--- config.mk ---
export PLATFORM = sky130hd
export DESIGN_NAME = array_20_arb
export DESIGN_NICKNAME = d
export VERILOG_FILES = /design/src/rtl/array_20_pkg.sv /design/src/rtl/array_20_resp_q.sv /design/src/rtl/array_20_arb.sv
export SDC_FILE = /design/constraint.sdc
export NUM_CORES = 1
export LEC_CHECK = 0
export CAP_MARGIN = 20
export CORE_AREA = 2 2 182 184
export CTS_CLUSTER_SIZE = 16
export DETAILED_ROUTE_END_ITERATION = 6
export DIE_AREA = 0 0 184 186
export PLACE_DENSITY = 0.62
export SLEW_MARGIN = 20
export SYNTH_ARGS = -nofsm -noshare
export SYNTH_HDL_FRONTEND = slang
export SYNTH_SLANG_ARGS = --single-unit
--- constraint.sdc ---
create_clock -name clock -period 7.1 [get_ports clock]
set_clock_uncertainty 0.05 [all_clocks]
set_input_delay 1.065 -clock clock [delete_from_list [all_inputs] [get_ports clock]]
set_output_delay 1.065 -clock clock [all_outputs]
set_load 0.01 [all_outputs]
--- src/rtl/array_20_pkg.sv ---
// array_20: shared widths and enums for the
// SRAM port arbiter and its response queue.
package array_20_pkg;
  localparam int ADDR_W = 12;
  localparam int DATA_W = 96;
  localparam int MASK_W = 16;

  typedef enum logic {INIT, RUN} state_e;
  typedef enum logic {RD, WR} grant_e;
endpackage

--- src/rtl/array_20_resp_q.sv ---
// array_20: 2-entry read response FIFO
// between the SRAM read port and the consumer.
module array_20_resp_q
  import array_20_pkg::*;
(
  input  logic              clock,
  input  logic              reset_n,
  input  logic              push,
  input  logic [DATA_W-1:0] push_data,
  input  logic              pop,
  output logic              valid,
  output logic [DATA_W-1:0] head,
  output logic [1:0]        count
);

  logic [DATA_W-1:0] mem [2];
  logic              wr_ptr;
  logic              rd_ptr;
  logic              do_pop;

  assign valid  = count != 2'd0;
  assign head   = mem[rd_ptr];
  assign do_pop = pop & valid;

  always_ff @(posedge clock) begin
    if (!reset_n) begin
      wr_ptr <= 1'b0;
      rd_ptr <= 1'b0;
      count  <= 2'd0;
    end else begin
      if (push)
        wr_ptr <= ~wr_ptr;
      if (do_pop)
        rd_ptr <= ~rd_ptr;
      count <= count + {1'b0, push}
                     - {1'b0, do_pop};
    end
  end

  always_ff @(posedge clock) begin
    if (push)
      mem[wr_ptr] <= push_data;
  end

  // Upstream credit check keeps pushes
  // away from a full queue.
  always_ff @(posedge clock) begin
    if (reset_n)
      assert (!(push && count == 2'd2));
  end

endmodule

--- src/rtl/array_20_arb.sv ---
// array_20: owns the SRAM RW port, clears it after
// reset, round-robins reads and writes.
module array_20_arb
  import array_20_pkg::*;
#(
  parameter bit INIT_EN = 1'b1
) (
  input  logic              clock,
  input  logic              reset_n,
  input  logic              rd_req_valid,
  output logic              rd_req_ready,
  input  logic [ADDR_W-1:0] rd_req_addr,
  output logic              rd_resp_valid,
  input  logic              rd_resp_ready,
  output logic [DATA_W-1:0] rd_resp_data,
  input  logic              wr_req_valid,
  output logic              wr_req_ready,
  input  logic [ADDR_W-1:0] wr_req_addr,
  input  logic [MASK_W-1:0] wr_req_mask,
  input  logic [DATA_W-1:0] wr_req_data,
  output logic              init_busy,
  output logic              sram_en,
  output logic              sram_wmode,
  output logic [ADDR_W-1:0] sram_addr,
  output logic [MASK_W-1:0] sram_wmask,
  output logic [DATA_W-1:0] sram_wdata,
  input  logic [DATA_W-1:0] sram_rdata
);

  state_e            state;
  state_e            state_nxt;
  grant_e            last_grant;
  logic [ADDR_W-1:0] init_cnt;
  logic              rd_pend;
  logic [1:0]        q_count;
  logic              pop;
  logic [2:0]        occ;
  logic              credit_ok;
  logic              run;
  logic              rd_elig;
  logic              wr_elig;
  logic              gnt_rd;
  logic              gnt_wr;

  assign init_busy = state == INIT;
  assign run       = reset_n & (state == RUN);
  assign pop       = rd_resp_valid & rd_resp_ready;

  // In-flight read plus queued entries must
  // leave room for one more response.
  assign occ = {1'b0, q_count}
             + {2'b0, rd_pend}
             - {2'b0, pop};
  assign credit_ok = occ < 3'd2;

  assign rd_elig = run & rd_req_valid & credit_ok;
  assign wr_elig = run & wr_req_valid;

  always_comb begin
    gnt_rd = rd_elig;
    gnt_wr = wr_elig;
    if (rd_elig && wr_elig) begin
      gnt_rd = last_grant == WR;
      gnt_wr = last_grant == RD;
    end
  end

  assign rd_req_ready = gnt_rd;
  assign wr_req_ready = gnt_wr;

  always_comb begin
    state_nxt = state;
    if (state == INIT && &init_cnt)
      state_nxt = RUN;
  end

  always_ff @(posedge clock) begin
    if (!reset_n) begin
      state      <= INIT_EN ? INIT : RUN;
      init_cnt   <= '0;
      last_grant <= WR;
      rd_pend    <= 1'b0;
    end else begin
      state <= state_nxt;
      if (init_busy)
        init_cnt <= init_cnt + ADDR_W'(1);
      if (gnt_rd)
        last_grant <= RD;
      else if (gnt_wr)
        last_grant <= WR;
      rd_pend <= gnt_rd;
    end
  end

  always_comb begin
    sram_en    = 1'b0;
    sram_wmode = 1'b0;
    sram_addr  = '0;
    sram_wmask = '0;
    sram_wdata = '0;
    unique case (1'b1)
      reset_n && init_busy: begin
        sram_en    = 1'b1;
        sram_wmode = 1'b1;
        sram_addr  = init_cnt;
        sram_wmask = '1;
      end
      gnt_wr: begin
        sram_en    = 1'b1;
        sram_wmode = 1'b1;
        sram_addr  = wr_req_addr;
        sram_wmask = wr_req_mask;
        sram_wdata = wr_req_data;
      end
      gnt_rd: begin
        sram_en   = 1'b1;
        sram_addr = rd_req_addr;
      end
      default: ;
    endcase
  end

  array_20_resp_q u_resp_q (
    .clock     (clock),
    .reset_n   (reset_n),
    .push      (rd_pend),
    .push_data (sram_rdata),
    .pop       (rd_resp_ready),
    .valid     (rd_resp_valid),
    .head      (rd_resp_data),
    .count     (q_count)
  );

endmodule

### After elaboration in Yosys (flattened, before gate mapping)

Memories as Yosys holds them, arrays and structs flattened. A register that Yosys moved wholly into a read port is not among the register bits.
Index checks and enable logic that the tools add are counted.

| storage, ports and cells | value |
|---|---|
| bits in latches | 0 |
| bits in writable memories | 192 |
| memory bits (read-only) | 0 |
| memories | 1 |
| bits of input ports | 237 |
| output and inout bits | 226 |
| register bits | 19 |
| logic and storage cells | 44 |

Memory list:

| name | depth | width | read ports | clocked after Yosys merged registers in | wr ports | line | text |
|---|---|---|---|---|---|---|---|
| u_resp_q.mem | 2 | 96 | 1 | 1 | 1 | array_20_resp_q.sv:16 | `logic [DATA_W-1:0] mem [2];` |

| cells by class | value |
|---|---|
| reductions and logical operators | 8 |
| multipliers | 0 |
| equality and inequality tests | 0 |
| add/sub/neg operators | 5 |
| muxes and demuxes | 13 |
| shift operators | 0 |
| order comparisons | 1 |
| divide/modulo/power cells | 0 |
| bitwise operators | 9 |

Operators with widths:

| operator | number |
|---|---|
| $mux W96 | 1 |
| $pmux W12 S3 | 1 |
| $pmux W16 S2 | 1 |
| $add A12 B1 Y12 const B | 1 |
| $reduce_and A12 Y1 | 1 |
| $mux W1 | 10 |
| $and A1 B1 Y1 | 5 |
| $not A1 Y1 | 4 |
| $reduce_bool A2 Y1 | 2 |
| $add A2 B1 Y3 | 1 |
| $logic_and A1 B1 Y1 | 3 |
| $lt A3 B2 Y1 const B | 1 |
| $reduce_or A3 Y1 | 1 |
| $sub A3 B1 Y3 | 1 |
| $add A2 B1 Y2 | 1 |
| $reduce_or A2 Y1 | 1 |
| $sub A2 B1 Y2 | 1 |

### Longest topological paths before layout

| depth | value |
|---|---|
| depth after elaboration | 9 |
| depth in mapped cells | 10 |
| depth with buffers taken out | 8 |

### Modules after synthesis

From an unflattened synthesis, not the netlist that was laid out.

| second synthesis, totals | value |
|---|---|
| cell total of the unflattened synthesis | 561 |
| area, all modules | 9148.8 µm² |

By module, submodules not included:

| module | area each (µm²) | seq. area each (µm²) | times used | cells an instance |
|---|---|---|---|---|
| array_20_resp_q | 7365.8 | 5865.6 | 1 | 321 |
| array_20_arb | 1783.0 | 300.3 | 1 | 240 |

### Worst setup path after synthesis

Ideal clock, no wire load.

| timing path | value |
|---|---|
| path kind | register to register |
| from | reg rd_pend |
| to | mem u_resp_q.mem[0][0], enable pin |
| path slack | 1.876 ns |
| data required time | 6.487 ns |
| buffers on the path | 0 |
| cell stages (with the launch flop) | 2 |
| arrival time | 4.611 ns |
| library setup time | 0.563 ns |
| clock period less this slack | 5.224 ns |
| cell sequence | dfxtp_1 nor2b_1 |

| between the ends | value |
|---|---|
| word-level cells in the longest chain between the ends | 2 |

RTL lines:

| what | line | text |
|---|---|---|
| start: declaration | array_20_arb.sv:34 | `logic rd_pend;` |
| start signal: assignment | array_20_arb.sv:91 | `rd_pend <= gnt_rd;` |
| $mux W1 | array_20_resp_q.sv:41 | `if (push)` |
| $mux W1 (implied by the code) | array_20_resp_q.sv:42 | `mem[wr_ptr] <= push_data;` |
| end: declaration | array_20_resp_q.sv:16 |  |

Every way passes these cells.

### Worst setup path after layout

| timing path | value |
|---|---|
| from | in rd_resp_ready |
| to | out sram_wdata[5] |

| between the ends | value |
|---|---|
| word-level cells in the longest chain between the ends | 7 |

RTL lines:

| what | line | text |
|---|---|---|
| start: declaration | array_20_arb.sv:14 | `input logic rd_resp_ready,` |
| $and A1 B1 Y1 | array_20_arb.sv:47 | `assign pop = rd_resp_valid & rd_resp_ready;` |
| via pop | array_20_arb.sv:36 | `logic pop;` |
| $sub A3 B1 Y3 | array_20_arb.sv:53 | `- {2'b0, pop};` |
| via occ[1] | array_20_arb.sv:37 | `logic [2:0] occ;` |
| $lt A3 B2 Y1 | array_20_arb.sv:54 | `assign credit_ok = occ < 3'd2;` |
| $and A1 B1 Y1 | array_20_arb.sv:56 | `assign rd_elig = run & rd_req_valid & credit_ok;` |
| $logic_and A1 B1 Y1 | array_20_arb.sv:62 | `if (rd_elig && wr_elig) begin` |
| $mux W1 | array_20_arb.sv:62 |  |
| $mux W96 | array_20_arb.sv:101 | `unique case (1'b1)` |
| end: declaration | array_20_arb.sv:26 | `output logic [DATA_W-1:0] sram_wdata,` |

The timed path passes the listed nets, and every way through them passes these cells.

==> out/qor.json <==
{
  "period_share": {"value": 0.820},
  "number_of_antenna_violations_at_the_first_check_in_global_routing": {"value": 8},
  "worst_pin_slew": {"value": 1.11, "unit": "ns"},
  "total_power": {"value": 3.20, "unit": "mW"},
  "final_design_area_no_fill": {"value": 0.0148, "unit": "mm^2"},
  "multi_input_gate_area": {"value": 0.00256, "unit": "mm^2"},
  "grt_util_all_layers": {"value": 0.205},
  "num_rows": {"value": 66},
  "ys.warnings.count": {"value": 0},
  "setup.worst_path.class": {"value": "in -> out"},
  "die_width": {"value": 184, "unit": "um"},
  "min_period": {"value": 5.83, "unit": "ns"},
  "hold_removal_path_class": {"value": "reg -> reg"},
  "vdd_drop_max": {"value": 0.000139, "unit": "V"},
  "grt_setup_unrepaired": {"value": "false"},
  "largest_net_degree_at_the_start_of_global_routing": {"value": 71},
  "cts_made_buffers": {"value": 24},
  "drive_above_1_share": {"value": 0.143},
  "wire_per_inst": {"value": 24.8, "unit": "um"},
  "area_growth_syn_to_fin": {"value": 66.8, "unit": "%"},
  "setup_viol": {"value": 0},
  "clkSinkCount": {"value": 212},
  "drt-vias-per-instance": {"value": 4.57},
  "max_freq": {"value": 172, "unit": "MHz"},
  "asyncSetResetFlopFracSynth": {"value": 0},
  "synth_area_per_cell": {"value": 15.9, "unit": "um^2"},
  "post-synth-top-area-cell": {"value": "sky130_fd_sc_hd__edfxtp_1"},
  "clk-insertion-delay-late": {"value": 0.51, "unit": "ns"},
  "ioPinCount": {"value": 463},
  "timing.final.hold_violations": {"value": 0},
  "ys_types": {"value": 41},
  "die_height": {"value": 186, "unit": "um"},
  "cts.repair_timing.setup_buffer_count": {"value": 0},
  "layout_fillers": {"value": 2913},
  "netlist.area_leader.share": {"value": 0.648},
  "max-cap-violations": {"value": 0},
  "detailed_place_hpwl": {"value": 28.3, "unit": "mm"},
  "sequential_cell_area": {"value": 0.00617, "unit": "mm^2"},
  "floorplan.initialDensity": {"value": 0.276},
  "io_buffers": {"value": 462},
  "cts_htree_levels": {"value": 1},
  "yosys-top-cells-area": {"value": "sky130_fd_sc_hd__edfxtp_1, sky130_fd_sc_hd__mux2_2, sky130_fd_sc_hd__and2_1"},
  "critPathCaptureType": {"value": "primary output"},
  "synth-edff-count": {"value": 192},
  "synth_seq_area_share": {"value": 0.693},
  "num-nets-final": {"value": 1266},
  "number_of_vias_after_detailed_routing": {"value": 6677},
  "number_of_global_route_vias_before_repair": {"value": 6834},
  "pwr_density_cell": {"value": 216, "unit": "mW/mm^2"},
  "flops_latches_synth": {"value": 212},
  "remaining_global_route_overflow": {"value": 0},
  "synth-main-ff-cell": {"value": "sky130_fd_sc_hd__edfxtp_1"},
  "cp_max_fo": {"value": 43},
  "dieArea": {"value": 0.0342, "unit": "mm^2"},
  "core": {"value": 0.0322, "unit": "mm^2"},
  "antenna_violating_nets_post_route": {"value": 0},
  "wirelength": {"value": 36.1, "unit": "mm"},
  "synthesis.area": {"value": 0.00890, "unit": "mm^2"},
  "post_cts.resized_instances": {"value": 0},
  "relative_max_transition_margin": {"value": 0.260},
  "worst_ep_arrival_time": {"value": 4.71, "unit": "ns"},
  "final_sum_of_negative_setup_slack": {"value": 0, "unit": "ns"},
  "global_route_wire_length_before_repair": {"value": 49.4, "unit": "mm"},
  "crit_path_start_kind": {"value": "input port"},
  "cts_hold_repair.buffers": {"value": 0},
  "largest_buffer_count_on_any_clock_path": {"value": 3},
  "final-max-slew-violation-count": {"value": 0},
  "clk_transition_reported_paths": {"value": 0.06, "unit": "ns"},
  "worst-endpoint-required": {"value": 5.98, "unit": "ns"},
  "cts_tree": {"value": "built"},
  "p_leak": {"value": 5.15, "unit": "nW"},
  "drt-initial-drc-count": {"value": 294},
  "netlist_instances": {"value": 558},
  "layout.core_utilization": {"value": 0.461},
  "place_congestion": {"value": 0.873},
  "remaining_drcs": {"value": 0},
  "dpl_cell_area": {"value": 0.0140, "unit": "mm^2"},
  "clock_tree.root_cell": {"value": "sky130_fd_sc_hd__clkbuf_16"},
  "post_synth_net_total": {"value": 799},
  "firstDrtPassIters": {"value": 4},
  "status": {"value": "completed"}
}
## Yosys cell counts (5+ instances only)
cell type                    n
sky130_fd_sc_hd__clkbuf_1   14
sky130_fd_sc_hd__nand2_1     6
sky130_fd_sc_hd__a21o_1     16
sky130_fd_sc_hd__nor2_1      9
sky130_fd_sc_hd__dfxtp_1    20
sky130_fd_sc_hd__a21oi_1     8
sky130_fd_sc_hd__buf_2      12
sky130_fd_sc_hd__and2_1    109
sky130_fd_sc_hd__or4_1       5
sky130_fd_sc_hd__edfxtp_1  192
sky130_fd_sc_hd__a221o_1    12
sky130_fd_sc_hd__inv_1       9
sky130_fd_sc_hd__mux2_2     96
## sequential cells by signal, indices dropped and copies added, names as in the netlist, named ones only
name / count
init_cnt: 12
last_grant: 1
rd_pend: 1
state: 1
u_resp_q.count: 2
u_resp_q.mem: 192
u_resp_q.rd_ptr: 1
u_resp_q.wr_ptr: 1
## report_power, final
group          leakage [nW]  internal [mW]  switching (mW)  total [mW]
Sequential             1.89           1.36          0.0306        1.40
Combinational          2.86          0.304           0.174       0.478
Clock                 0.410          0.839           0.487        1.33
Total                  5.15           2.51           0.691        3.20
## layout by cell type (no fill, tap or decap), types with 10 or more instances in the layout
master and count:
sky130_fd_sc_hd__a221o_1 12, sky130_fd_sc_hd__dfxtp_1 19, sky130_fd_sc_hd__mux2_2 96, sky130_fd_sc_hd__clkdlybuf4s50_1 462
sky130_fd_sc_hd__edfxtp_1 192, sky130_fd_sc_hd__diode_2 10, sky130_fd_sc_hd__and2_1 108, sky130_fd_sc_hd__clkbuf_16 24
sky130_fd_sc_hd__a21o_1 16
## cells by family after synthesis
group / after synthesis / share of synthesized area
AO/OA/AOI/OAI: 49 / 0.0453
buffers and inverters: 39 / 0.0204
flip-flops: 212 / 0.693
adder cells (fa/ha/maj): 4 / 0.00647
multiplexers: 98 / 0.124
XOR/XNOR: 8 / 0.00788
AND/OR/NAND/NOR: 148 / 0.103
## per-stage QoR
stage               hold WS (ns)  instances  worst slack [ns]
floorplan                  0.402        558              1.88
global placement           0.410       1407              1.31
detailed placement         0.429       1407              1.31
CTS                        0.448       1450              1.30
global route               0.474       1455              1.05
finish                     0.447       1460              1.27
## area by class of cell
| cell class | instances | share of cell area |
|---|---|---|
| clock buffers | 29 | 0.0417 |
| clock inverters | 14 | 0.0155 |
| multi-input cells | 307 | 0.173 |
| repair buffers | 471 | 0.316 |
| inverters | 9 | 0.00228 |
| well taps | 408 | 0.0344 |
| diodes | 10 | 0.00169 |
| flip-flops and latches | 212 | 0.416 |
## worst paths after layout
path	start	to	slack (ns)	cells after the start
worst max-delay path	rd_resp_ready	sram_wdata[5]	1.27	11
worst min-delay path	init_cnt[11]	init_cnt[11]	0.45	2
worst max register to register	rd_pend	u_resp_q.mem[0][39]	4.39	3
worst min register to register	init_cnt[11]	init_cnt[11]	0.45	2
## critical path, stage by stage
cell and delay, ns:
sky130_fd_sc_hd__clkdlybuf4s50_1 0.41, sky130_fd_sc_hd__o21a_1 0.14, sky130_fd_sc_hd__ha_1 0.28, sky130_fd_sc_hd__inv_1 0.04
sky130_fd_sc_hd__ha_1 0.18, sky130_fd_sc_hd__fa_1 0.52, sky130_fd_sc_hd__and3b_1 0.24, sky130_fd_sc_hd__a211oi_4 0.62
sky130_fd_sc_hd__buf_4 0.44, sky130_fd_sc_hd__and2_1 0.18, sky130_fd_sc_hd__clkdlybuf4s50_1 0.58
## layer usage
layer	wire, um	track usage
met1	14200	0.240
met2	17800	0.356
met3	3380	0.0669
met4	754	0.0634
met5	0	0
Power figures use the tool's default switching activity.
